==> config.mk <==
export PLATFORM = sky130hd
export DESIGN_NAME = spi_byte_shifter
export DESIGN_NICKNAME = d
export VERILOG_FILES = /design/src/rtl/spi_byte_shifter.sv
export SDC_FILE = /design/constraint.sdc
export NUM_CORES = 1
export LEC_CHECK = 0
export CAP_MARGIN = 20
export CORE_MARGIN = 5
export CORE_UTILIZATION = 48
export DETAILED_ROUTE_END_ITERATION = 6
export PLACE_DENSITY = 0.75
export SLEW_MARGIN = 25
export SYNTH_ARGS = -nofsm -noshare
export SYNTH_HDL_FRONTEND = slang
export SYNTH_SLANG_ARGS = --single-unit
==> constraint.sdc <==
create_clock -name clk -period 1.6 [get_ports clk]
set_input_delay 0.24 -clock clk [delete_from_list [all_inputs] [get_ports clk]]
set_output_delay 0.24 -clock clk [all_outputs]
set_load 0.02 [all_outputs]
==> src/rtl/spi_byte_shifter.sv <==
// -----------------------------------------------------------------------------
// spi_byte_shifter
//
// Purpose:
//    Byte-level SPI mode-0 shift engine (CPOL=0, CPHA=0). A controller asks for
//    one transfer at a time with a start pulse. This block generates SCK,
//    shifts MOSI out and samples MISO in, then pulses done with the received
//    word on rx_byte. Chip-enable is handled by the controller, not here.
//
// Parameters:
//    DIV_W   width of clk_div; each SCK half period lasts clk_div+1 clk cycles
//    DATA_W  bits per transfer (must be 2 or more)
//
// Ports:
//    clk      in   system clock, every register updates on its rising edge
//    reset    in   synchronous, active-high reset
//    start    in   transfer request, looked at only while busy=0
//    tx_byte  in   word to send, captured when start is accepted
//    clk_div  in   half-period divider, captured when start is accepted
//    busy     out  high from the cycle after an accepted start until done
//    done     out  one-cycle pulse; rx_byte is valid from this cycle on
//    rx_byte  out  last received word, held until the next done
//    sck      out  SPI clock, idles low
//    mosi     out  SPI data out, idles low
//    miso     in   SPI data in
//
// Build option:
//    SPI_LSB_FIRST_EN  when defined, tx_byte[0] goes out first and the first
//                      received bit lands in rx_byte[0]. When undefined, both
//                      lines are MSB first.
// -----------------------------------------------------------------------------
module spi_byte_shifter #(
   parameter int DIV_W  = 8,
   parameter int DATA_W = 8
) (
   input  logic              clk,
   input  logic              reset,
   input  logic              start,
   input  logic [DATA_W-1:0] tx_byte,
   input  logic [DIV_W-1:0]  clk_div,
   output logic              busy,
   output logic              done,
   output logic [DATA_W-1:0] rx_byte,
   output logic              sck,
   output logic              mosi,
   input  logic              miso
);

   localparam int BIT_W = (DATA_W > 1) ? $clog2(DATA_W) : 1;

   typedef enum logic [1:0] {
      ST_IDLE,
      ST_LOW,
      ST_HIGH
   } state_t;

   state_t            r_state;
   logic [DIV_W-1:0]  r_div;
   logic [DIV_W-1:0]  r_div_cnt;
   logic [BIT_W-1:0]  r_bit_cnt;
   logic [DATA_W-1:0] r_tx_shift;
   logic [DATA_W-1:0] r_rx_shift;
   logic [DATA_W-1:0] r_rx_byte;
   logic              r_busy;
   logic              r_done;
   logic              r_sck;
   logic              r_mosi;

   state_t            w_state_next;
   logic [DIV_W-1:0]  w_div_next;
   logic [DIV_W-1:0]  w_div_cnt_next;
   logic [BIT_W-1:0]  w_bit_cnt_next;
   logic [DATA_W-1:0] w_tx_shift_next;
   logic [DATA_W-1:0] w_rx_shift_next;
   logic [DATA_W-1:0] w_rx_byte_next;
   logic              w_busy_next;
   logic              w_done_next;
   logic              w_sck_next;
   logic              w_mosi_next;

   // Bit-order dependent views of the shift registers. r_tx_shift always holds
   // the bits still to be sent, lined up so the next one sits at the exit end.
   logic              w_first_bit;
   logic [DATA_W-1:0] w_tx_loaded;
   logic              w_next_bit;
   logic [DATA_W-1:0] w_tx_shifted;
   logic [DATA_W-1:0] w_rx_shifted;

`ifdef SPI_LSB_FIRST_EN
   assign w_first_bit  = tx_byte[0];
   assign w_tx_loaded  = tx_byte >> 1;
   assign w_next_bit   = r_tx_shift[0];
   assign w_tx_shifted = r_tx_shift >> 1;
   // New bits enter at the top, so after DATA_W samples the first one is bit 0.
   assign w_rx_shifted = {miso, r_rx_shift[DATA_W-1:1]};
`else
   assign w_first_bit  = tx_byte[DATA_W-1];
   assign w_tx_loaded  = tx_byte << 1;
   assign w_next_bit   = r_tx_shift[DATA_W-1];
   assign w_tx_shifted = r_tx_shift << 1;
   assign w_rx_shifted = {r_rx_shift[DATA_W-2:0], miso};
`endif

   // The half period is clk_div+1 cycles, so it ends when the counter reaches
   // the captured divider itself; this avoids a wider H = clk_div+1 adder.
   logic w_phase_end;
   logic w_last_bit;
   assign w_phase_end = (r_div_cnt == r_div);
   assign w_last_bit  = (r_bit_cnt == BIT_W'(DATA_W - 1));

   always_comb begin
      w_state_next    = r_state;
      w_div_next      = r_div;
      w_div_cnt_next  = r_div_cnt;
      w_bit_cnt_next  = r_bit_cnt;
      w_tx_shift_next = r_tx_shift;
      w_rx_shift_next = r_rx_shift;
      w_rx_byte_next  = r_rx_byte;
      w_busy_next     = r_busy;
      w_done_next     = 1'b0;
      w_sck_next      = r_sck;
      w_mosi_next     = r_mosi;

      case (r_state)
         ST_IDLE: begin
            if (start) begin
               w_div_next      = clk_div;
               w_tx_shift_next = w_tx_loaded;
               w_mosi_next     = w_first_bit;
               w_sck_next      = 1'b0;
               w_busy_next     = 1'b1;
               w_div_cnt_next  = '0;
               w_bit_cnt_next  = '0;
               w_state_next    = ST_LOW;
            end
         end

         ST_LOW: begin
            if (w_phase_end) begin
               // Rising SCK edge: MISO is sampled on this same clk edge.
               w_sck_next      = 1'b1;
               w_rx_shift_next = w_rx_shifted;
               w_div_cnt_next  = '0;
               w_state_next    = ST_HIGH;
            end else begin
               w_div_cnt_next  = r_div_cnt + DIV_W'(1);
            end
         end

         ST_HIGH: begin
            if (w_phase_end) begin
               w_sck_next     = 1'b0;
               w_div_cnt_next = '0;
               if (w_last_bit) begin
                  w_busy_next    = 1'b0;
                  w_done_next    = 1'b1;
                  w_rx_byte_next = r_rx_shift;
                  w_mosi_next    = 1'b0;
                  w_state_next   = ST_IDLE;
               end else begin
                  // Falling SCK edge: present the next MOSI bit.
                  w_bit_cnt_next  = r_bit_cnt + BIT_W'(1);
                  w_mosi_next     = w_next_bit;
                  w_tx_shift_next = w_tx_shifted;
                  w_state_next    = ST_LOW;
               end
            end else begin
               w_div_cnt_next = r_div_cnt + DIV_W'(1);
            end
         end

         default: begin
            w_state_next = ST_IDLE;
            w_busy_next  = 1'b0;
            w_sck_next   = 1'b0;
            w_mosi_next  = 1'b0;
         end
      endcase
   end

   always_ff @(posedge clk) begin
      if (reset) begin
         r_state    <= ST_IDLE;
         r_div      <= '0;
         r_div_cnt  <= '0;
         r_bit_cnt  <= '0;
         r_tx_shift <= '0;
         r_rx_shift <= '0;
         r_rx_byte  <= '0;
         r_busy     <= 1'b0;
         r_done     <= 1'b0;
         r_sck      <= 1'b0;
         r_mosi     <= 1'b0;
      end else begin
         r_state    <= w_state_next;
         r_div      <= w_div_next;
         r_div_cnt  <= w_div_cnt_next;
         r_bit_cnt  <= w_bit_cnt_next;
         r_tx_shift <= w_tx_shift_next;
         r_rx_shift <= w_rx_shift_next;
         r_rx_byte  <= w_rx_byte_next;
         r_busy     <= w_busy_next;
         r_done     <= w_done_next;
         r_sck      <= w_sck_next;
         r_mosi     <= w_mosi_next;
      end
   end

   assign busy    = r_busy;
   assign done    = r_done;
   assign rx_byte = r_rx_byte;
   assign sck     = r_sck;
   assign mosi    = r_mosi;

endmodule

==> qor.yml, run 1 <==
outcome:
  outcome: "complete, but fails checks"
  violations: "negative setup slack"
placement:
  gp_congestion: 0.920
  dp_hpwl_um: 3660
  dp_slack_ns: -0.128
  io_buffer_count: 31
critical_path:
  critPathLaunch: "r_div[2]"
  r2r-start: "r_div[2]"
  cp.required_ns: 1.79
  arrival_ns: 1.87
  endpoint_kind: "flip-flop"
  startpoint_type: "flip-flop"
  cp_max_fo: 4
  path_class: "flip-flop to flip-flop"
pwr:
  power.leakage_nw: 1.29
  max-vdd-ir-drop_v: 0.000492
  power_density_nw_per_um2: 887
routing:
  firstDrtPassIters: 4
  drt_wl_total_um: 6110
  drtAntennaViolNets: 0
  drtIter0Drc: 155
  met1Wirelength_um: 2660
  wl_per_cell_um: 17.0
  wl_met3_um: 325
  viasPerCell: 5.49
  drc: 0
  via_count: 1971
  top_layer: "met4"
  wl_met2_um: 2960
cells_and_area:
  antenna_cells: 0
  drive_above_1_share_pct: 34.5
  fill_cells: 288
  syn_to_final_growth_pct: 48.9
  postLayoutCoreUtil_pct: 74.4
  fin_nets: 333
floorplan:
  std_cell_rows: 24
  die_x_um: 77.6
  dieArea_um2: 6020
  start_util_pct: 50.0
  core_area_um2: 4380
  io_pins: 32
  dieHeight_um: 77.6
global_routing:
  grt_max_degree: 17
  track_usage_pct: 17.4
  grt-ovfl-total: 0
  grt_pass1_vias: 1824
  grt_antenna_before_repair: 0
  grt_pass1_wl_um: 8610
job:
  max_cap_violations: 0
synth:
  ys_seq_elements: 47
  synth_area_leader_cell: "dfxtp_1"
  synth_top_area_share_pct: 42.9
  syn_avg_cell_area_um2: 9.53
  synth_nets: 257
  ys_seq_area_share_pct: 42.9
  synth_area_um2: 2190
  yosys_warnings: 0
  synth_cell_types: 41
  synthCells: 230
  ys_top_cells_by_area: "dfxtp_1 (43%), mux2i_1 (10%), a21oi_1 (4.8%)"
clock_network:
  cts_tree: "yes"
  cts_sinks: 47
  cts_max_path_buffers: 2
  ctsHoldBuffers: 0
  path_clk_slew_ns: 0.08
  cts_inserted_buffers: 5
  clk_latency_ns: 0.30
  htreeDepth: 2
  cts-root-buf: "clkbuf_8"
timing:
  tightestPinTransition_ns: 0.320
  skew_ns: 0.00409
  setup-violations-final: 17
  hold_violations: 0
  relSlewSlack_pct: 78.6
  layout_setup_ws_ns: -0.0793
  min_period_ns: 1.68
  slew_violations: 0
  rsz0062_at_grt: "yes"
  min_period_over_period_pct: 105
  fmax_ghz: 0.595
worst_hold_path:
  hp-class: "input port to flip-flop"
  min_from: "clk_div[3]"
==> sequential cells by signal, indices dropped and copies added (netlist names) <==
signal      count
busy            1
r_rx_shift      8
r_div           8
done            1
r_bit_cnt       3
mosi            1
r_state         2
r_div_cnt       8
r_tx_shift      7
rx_byte         8
==> repair_timing <==
item / 4_1_cts / 5_1_grt
endpoints found under the hold margin: 0 / 0
resized for setup: 17 / 44
pin swaps: 6 / 19
buffers inserted: 2 / 12
gates cloned: 1 / 0
endpoints found under the setup margin: 25 / 24
==> final cells by class <==
class | count | area [um2] | share of cell area [%]
Multi-Input combinational cell | 168 | 1390 | 42.5
Sequential cell | 47 | 962 | 29.5
Timing Repair Buffer | 80 | 732 | 22.4
Clock buffer | 8 | 100 | 3.07
Tap cell | 52 | 65.1 | 1.99
Inverter | 4 | 15.0 | 0.460
==> cell families after synthesis <==
logic type	Yosys count	share of synthesized area [%]
mux	24	11.1
compound gates	43	12.7
simple gates	81	19.0
buf+inv	15	3.03
xor+xnor	13	7.25
flops	47	42.9
fa+ha+maj	7	4.00
==> critical path: stages, from the launching register on <==
cell	delay, ns
dfxtp_1	0.35
xnor2_2	0.26
nand4_4	0.18
buf_4	0.18
o21ai_0	0.27
buf_4	0.18
or3_1	0.10
a21oi_2	0.06
==> stage by stage <==
stage	hold slack, ns	instances	total power, W	cell area (um2)	setup TNS [ns]
after floorplan	0.376	230	0.00168	2220	-0.0491
after global placement	0.465	336	0.00188	2810	-0.618
after detailed placement	0.470	336	0.00190	2810	-1.29
after CTS	0.481	347	0.00274	3010	0
after global routing	0.481	359	0.00303	3260	-2.46
final	0.481	359	0.00289	3260	-0.528
==> synth_stat cells (all sizes together) <==
cell type / instances
nand2b: 2
a22o: 2
a221oi: 1
nor4: 1
ha: 7
xor2: 4
nand4: 5
a21oi: 21
or2: 1
a21o: 2
mux2: 2
a31o: 2
a31oi: 2
and2: 1
o21ai: 6
nand3: 5
nor3: 5
nor2: 27
and3: 1
and4: 2
or3b: 1
inv: 4
nand3b: 2
nor2b: 1
nand2: 25
dfxtp: 47
a211oi: 1
or2b: 1
xnor2: 9
clkbuf: 7
or3: 1
buf: 4
a311oi: 6
mux2i: 22
==> where the power goes <==
| group | switching [W] | internal [W] | total [W] |
|---|---|---|---|
| combinational | 0.000397 | 0.000424 | 0.000822 |
| sequential | 0.0000587 | 0.00123 | 0.00129 |
| clock | 0.000384 | 0.000395 | 0.000779 |
==> worst paths after layout <==
path | end | slack, ns | cells past startpoint
worst max register to register | r_div_cnt[0] | -0.08 | 7
worst max-delay path | r_div_cnt[0] | -0.08 | 7
worst min-delay path | r_div[3] | 0.48 | 3
worst min register to register | rx_byte[2] | 0.50 | 2
==> layout by cell type, fill, tap and decap left out, types with 2 or more instances in the layout <==
master and instances:
a21o_1 2, a21oi_1 17, a21oi_2 4, a22o_1 2, a311oi_1 4, a311oi_2 2
a31o_1 2, a31oi_1 2, and4_4 2, buf_12 2, buf_4 40, buf_6 6
clkbuf_8 7, clkdlybuf4s50_1 30, dfxtp_1 34, dfxtp_2 11, dfxtp_4 2, ha_1 3
ha_4 4, inv_1 2, inv_2 2, mux2_2 2, mux2i_1 22, nand2_1 23
nand2b_1 2, nand3_1 5, nand3b_1 2, nand4_1 3, nand4_4 2, nor2_1 25
nor3_1 3, o21ai_0 3, o21ai_4 2, xnor2_2 4, xnor2_4 4, xor2_1 4
==> routing by layer <==
layer / global-route usage, % / vias to the layer above
met5: 0 / -
met4: 7.04 / 0
met3: 3.94 / 14
met2: 26.6 / 57
met1: 23.8 / 939
li1: - / 961
Power figures use the tool's default switching activity.
==> run 2, diff against run 1 <==
==> constraint.sdc (replaced) <==
create_clock -name clk -period 1.6 [get_ports clk]
set_input_delay 0.24 -clock clk [delete_from_list [all_inputs] [get_ports clk]]
set_output_delay 0.24 -clock clk [all_outputs]
set_load 0.005 [all_outputs]
==> qor.yml, run 2 (same netlist as run 1, synthesis figures left out) <==
timing:
  tightestPinTransition_ns: 0.336
  min_period_over_period_pct: 102
  hold_violations: 0
  setup-violations-final: 3
  min_period_ns: 1.63
  skew_ns: 0.00929
  fmax_ghz: 0.614
  layout_setup_ws_ns: -0.0296
  slew_violations: 0
  rsz0062_at_grt: "yes"
  tns_ns: -0.0582
  relSlewSlack_pct: 77.5
floorplan:
  std_cell_rows: 24
  start_util_pct: 50.0
  die_x_um: 77.6
  dieHeight_um: 77.6
  dieArea_um2: 6020
  io_pins: 32
  core_area_um2: 4380
pwr:
  power.leakage_nw: 1.26
  max-vdd-ir-drop_v: 0.000592
  p_total_w: 0.00278
  power_density_nw_per_um2: 869
cells_and_area:
  drive_above_1_share_pct: 32.3
  postLayoutCellArea_um2: 3200
  syn_to_final_growth_pct: 45.9
  layout_commonest_cell: "dfxtp_1"
  final_cell_mix: "dfxtp_1 (39), buf_4 (36), clkdlybuf4s50_1 (30)"
  fin_nets: 329
  antenna_cells: 0
global_routing:
  track_usage_pct: 17.3
  grt-ovfl-total: 0
  grt_pass1_wl_um: 8600
  grt_pass1_vias: 1909
  grt_antenna_before_repair: 0
  grt_max_degree: 17
outcome:
  violations: "negative setup slack"
  outcome: "complete, but fails checks"
critical_path:
  cp_max_fo: 6
  cp.required_ns: 1.84
  endpoint_kind: "flip-flop"
  path_class: "flip-flop to flip-flop"
  startpoint_type: "flip-flop"
  arrival_ns: 1.87
routing:
  wl_per_cell_um: 16.0
  firstDrtPassIters: 4
  drt_wl_total_um: 5670
  drtIter0Drc: 104
  drc: 0
  viasPerCell: 5.45
  drtAntennaViolNets: 0
  via_count: 1936
placement:
  io_buffer_count: 31
  dp_hpwl_um: 3680
  place_area_um2: 2840
  gp_congestion: 0.894
clock_network:
  cts_max_path_buffers: 2
  cts-root-buf: "clkbuf_8"
  cts_tree: "yes"
  path_clk_slew_ns: 0.09
  cts_inserted_buffers: 5
  htreeDepth: 2
  cts_sinks: 47
  ctsHoldBuffers: 0
  clk_latency_ns: 0.31
worst_hold_path:
  hp-class: "input port to flip-flop"
job:
  max_cap_violations: 0
## run 2: what timing repair did
item,4_1_cts,5_1_grt
buffers inserted,2,6
endpoints found under the setup margin,21,31
pin swaps,3,26
resized for setup,10,40
cloned,0,1
## run 2: power breakdown
group	switching, W	internal (W)
sequential	0.0000535	0.00124
clock	0.000427	0.000316
combinational	0.000355	0.000389
total	0.000836	0.00194
## run 2: area by class of cell
class	instances	area [um2]
multi-input cells	168	1360
fillers	295	1190
flip-flops and latches	47	953
repair buffers	76	711
clock buffers	5	68.8
well taps	52	65.1
clock inverters	3	22.5
inverters	4	17.5
## run 2: per-stage QoR
step	utilization, %	setup WS (ns)	instances	hold WS, ns
after floorplan	-	-0.0160	230	0.376
after global placement	64.8	-0.114	338	0.463
after detailed placement	64.8	-0.133	338	0.468
after CTS	68.2	-0.00906	348	0.475
after global routing	72.9	-0.0998	355	0.477
final	72.9	-0.0296	355	0.472
## run 2: path summary, 6_finish.rpt
check	start	endpoint	slack, ns	depth (start not counted)
max	r_state[1]	r_div_cnt[0]	-0.03	7
min	clk_div[1]	r_div[1]	0.47	3
max reg2reg	r_state[1]	r_div_cnt[0]	-0.03	7
min reg2reg	r_div[1]	r_div[1]	0.49	2
## run 2: layer usage
metal	global-route usage [%]	vias to the layer above	wire [um]
met5	0	-	0
met4	5.67	0	118
met3	3.01	11	197
met2	28.8	38	2880
met1	22.8	935	2480
li1	-	952	-
## run 2: critical path, cell delays in order, from the launching register on
cell     delay [ns]
dfxtp_4        0.39
inv_4          0.04
ha_4           0.15
nor2b_4        0.13
buf_12         0.14
or2_1          0.24
or3_4          0.34
a21oi_2        0.13
==> run 3, diff against run 2 <==
--- a/config.mk
+++ b/config.mk
@@ -7,9 +7,11 @@
 export LEC_CHECK = 0
 export CAP_MARGIN = 20
 export CORE_MARGIN = 5
-export CORE_UTILIZATION = 48
+export CORE_UTILIZATION = 56
 export DETAILED_ROUTE_END_ITERATION = 6
-export PLACE_DENSITY = 0.75
+export DONT_BUFFER_PORTS = 1
+export PLACE_DENSITY = 0.74
+export SKIP_CTS_REPAIR_TIMING = 1
 export SLEW_MARGIN = 25
 export SYNTH_ARGS = -nofsm -noshare
 export SYNTH_HDL_FRONTEND = slang
==> constraint.sdc (replaced) <==
create_clock -name clk -period 1.6 [get_ports clk]
set_input_delay 0.32 -clock clk [delete_from_list [all_inputs] [get_ports clk]]
set_output_delay 0.32 -clock clk [all_outputs]
set_load 0.005 [all_outputs]
==> qor.yml, run 3 (same netlist as run 1, synthesis figures left out) <==
cells_and_area:
  fill_cells: 265
  postLayoutCellArea_um2: 2730
  layout_commonest_cell: "dfxtp_1"
  ff_latch_area_um2: 945
  multiInputGateArea_um2: 1280
  drive_above_1_share_pct: 31.1
  final_cell_mix: "dfxtp_1 (44), buf_4 (31), nor2_1 (25)"
  antenna_cells: 0
  fin_nets: 293
  syn_to_final_growth_pct: 24.6
placement:
  io_buffer_count: 0
  gp_congestion: 0.877
  place_area_um2: 2480
  dp_hpwl_um: 3240
global_routing:
  track_usage_pct: 18.7
  grt_pass1_vias: 1705
  grt_antenna_before_repair: 0
  grt_max_degree: 44
  grt-ovfl-total: 0
  grt_pass1_wl_um: 7820
outcome:
  outcome: "complete, but fails checks"
  violations: "negative setup slack"
critical_path:
  arrival_ns: 1.89
  path_class: "flip-flop to flip-flop"
  startpoint_type: "flip-flop"
  cp_max_fo: 5
  ff2ff_path_depth: 7
  r2r_end: "r_div_cnt[0]"
  cp.required_ns: 1.84
  r2r-start: "r_state[0]"
  path_cells: "inv_1 -> ha_4 -> nor2b_4 -> buf_6 -> or2_1 -> or3_1 -> a21oi_2"
  worst_path_max_delay_cell: "or3_1"
  endpoint_kind: "flip-flop"
  slowest_delay_ns: 0.38
  reg2reg_slack_ns: -0.05
  critPathCapture: "r_div_cnt[0]"
  critPathLaunch: "r_state[0]"
timing:
  min_period_ns: 1.65
  slew_violations: 0
  setup-violations-final: 4
  layout_setup_ws_ns: -0.0523
  skew_ns: 0.00722
  fmax_ghz: 0.605
  min_period_over_period_pct: 103
  tightestPinTransition_ns: 0.278
  relSlewSlack_pct: 81.3
  hold_slack_ns: 0.0797
  hold_violations: 0
  tns_ns: -0.125
  rsz0062_at_grt: "yes"
floorplan:
  dieHeight_um: 72.5
  dieArea_um2: 5260
  std_cell_rows: 22
  core_area_um2: 3720
  die_x_um: 72.5
  start_util_pct: 59.0
  io_pins: 32
pwr:
  pwr-share-comb_pct: 24.1
  power_density_nw_per_um2: 969
  swShare_pct: 29.4
  max-vdd-ir-drop_v: 0.000665
  switching_power_w: 0.000779
  p_clk_share_pct: 27.4
  seqPwrFrac_pct: 48.5
  p_total_w: 0.00264
  power.leakage_nw: 1.08
  p_int_w: 0.00187
clock_network:
  cts_max_path_buffers: 2
  cts_sinks: 47
  clk_latency_ns: 0.30
  cts_inserted_buffers: 5
  cts-root-buf: "clkbuf_8"
  path_clk_slew_ns: 0.09
  cts_tree: "yes"
  htreeDepth: 2
routing:
  viasPerCell: 5.68
  via_count: 1789
  drtIter0Drc: 152
  firstDrtPassIters: 4
  drt_wl_total_um: 5050
  wl_per_cell_um: 16.0
  drtAntennaViolNets: 0
  drc: 0
worst_hold_path:
  whs_path_depth: 1
  hp-class: "input port to flip-flop"
job:
  max_cap_violations: 0
run 3: cell types whose count changed in the layout (fill, tap and decap cells not counted), moves of 2 or more:
cell	before	now
ha_4	4	1
nor3_2	0	2
buf_4	36	31
buf_12	3	1
dfxtp_2	7	3
ha_2	1	3
clkdlybuf4s50_1	30	0
dfxtp_1	39	44
run 3: routing by layer:
| metal | share of wire [%] | vias up | global-route usage (%) |
|---|---|---|---|
| met3 | 5.0 | 9 | 5.54 |
| met2 | 49 | 36 | 28.0 |
| met4 | 1.5 | 0 | 6.97 |
| li1 | - | 890 | - |
| met1 | 44 | 854 | 25.3 |
| met5 | 0 | - | 0 |
run 3: cell type report:
cell class	instances	share of cell area (%)
inverters	4	0.550
well taps	48	2.20
multi-input cells	168	47.0
clock buffers	5	2.52
flip-flops and latches	47	34.6
clock inverters	3	0.825
repair buffers	40	12.3
run 3: power by group through the flow:
| stage | clock [W] | sequential (W) | combinational [W] |
|---|---|---|---|
| after floorplan | 0 | 0.00130 | 0.000366 |
| after global placement | 0 | 0.00131 | 0.000505 |
| after detailed placement | 0 | 0.00131 | 0.000517 |
| after CTS | 0.000748 | 0.00128 | 0.000520 |
| after global routing | 0.000807 | 0.00129 | 0.000689 |
| final | 0.000724 | 0.00128 | 0.000637 |
run 3: how the worst min path moves through the flow:
stage,from,slack [ns],endpoint
after floorplan,r_tx_shift[1],0.45,r_tx_shift[1]
after global placement,reset,0.39,r_state[0]
after detailed placement,reset,0.39,r_state[0]
after CTS,reset,0.07,rx_byte[4]
after global routing,reset,0.05,r_rx_shift[1]
final,reset,0.08,rx_byte[1]
run 3: per-stage QoR:
stage | instances | setup WS [ns] | util, %
after global placement | 300 | -0.00293 | 66.7
final | 315 | -0.0523 | 73.4
after detailed placement | 300 | -0.0119 | 66.7
after CTS | 308 | -0.0392 | 69.1
after global routing | 315 | -0.156 | 73.4
after floorplan | 230 | -0.0160 | -
run 3: worst max-delay path: cells and delay by family (launching register included):
family | cells | cell delay, ns
buffers and inverters | 2 | 0.20
AOI/OAI and AO/OA | 1 | 0.14
DFF | 1 | 0.35
and+or+nand+nor | 3 | 0.73
adders and majority gates | 1 | 0.18
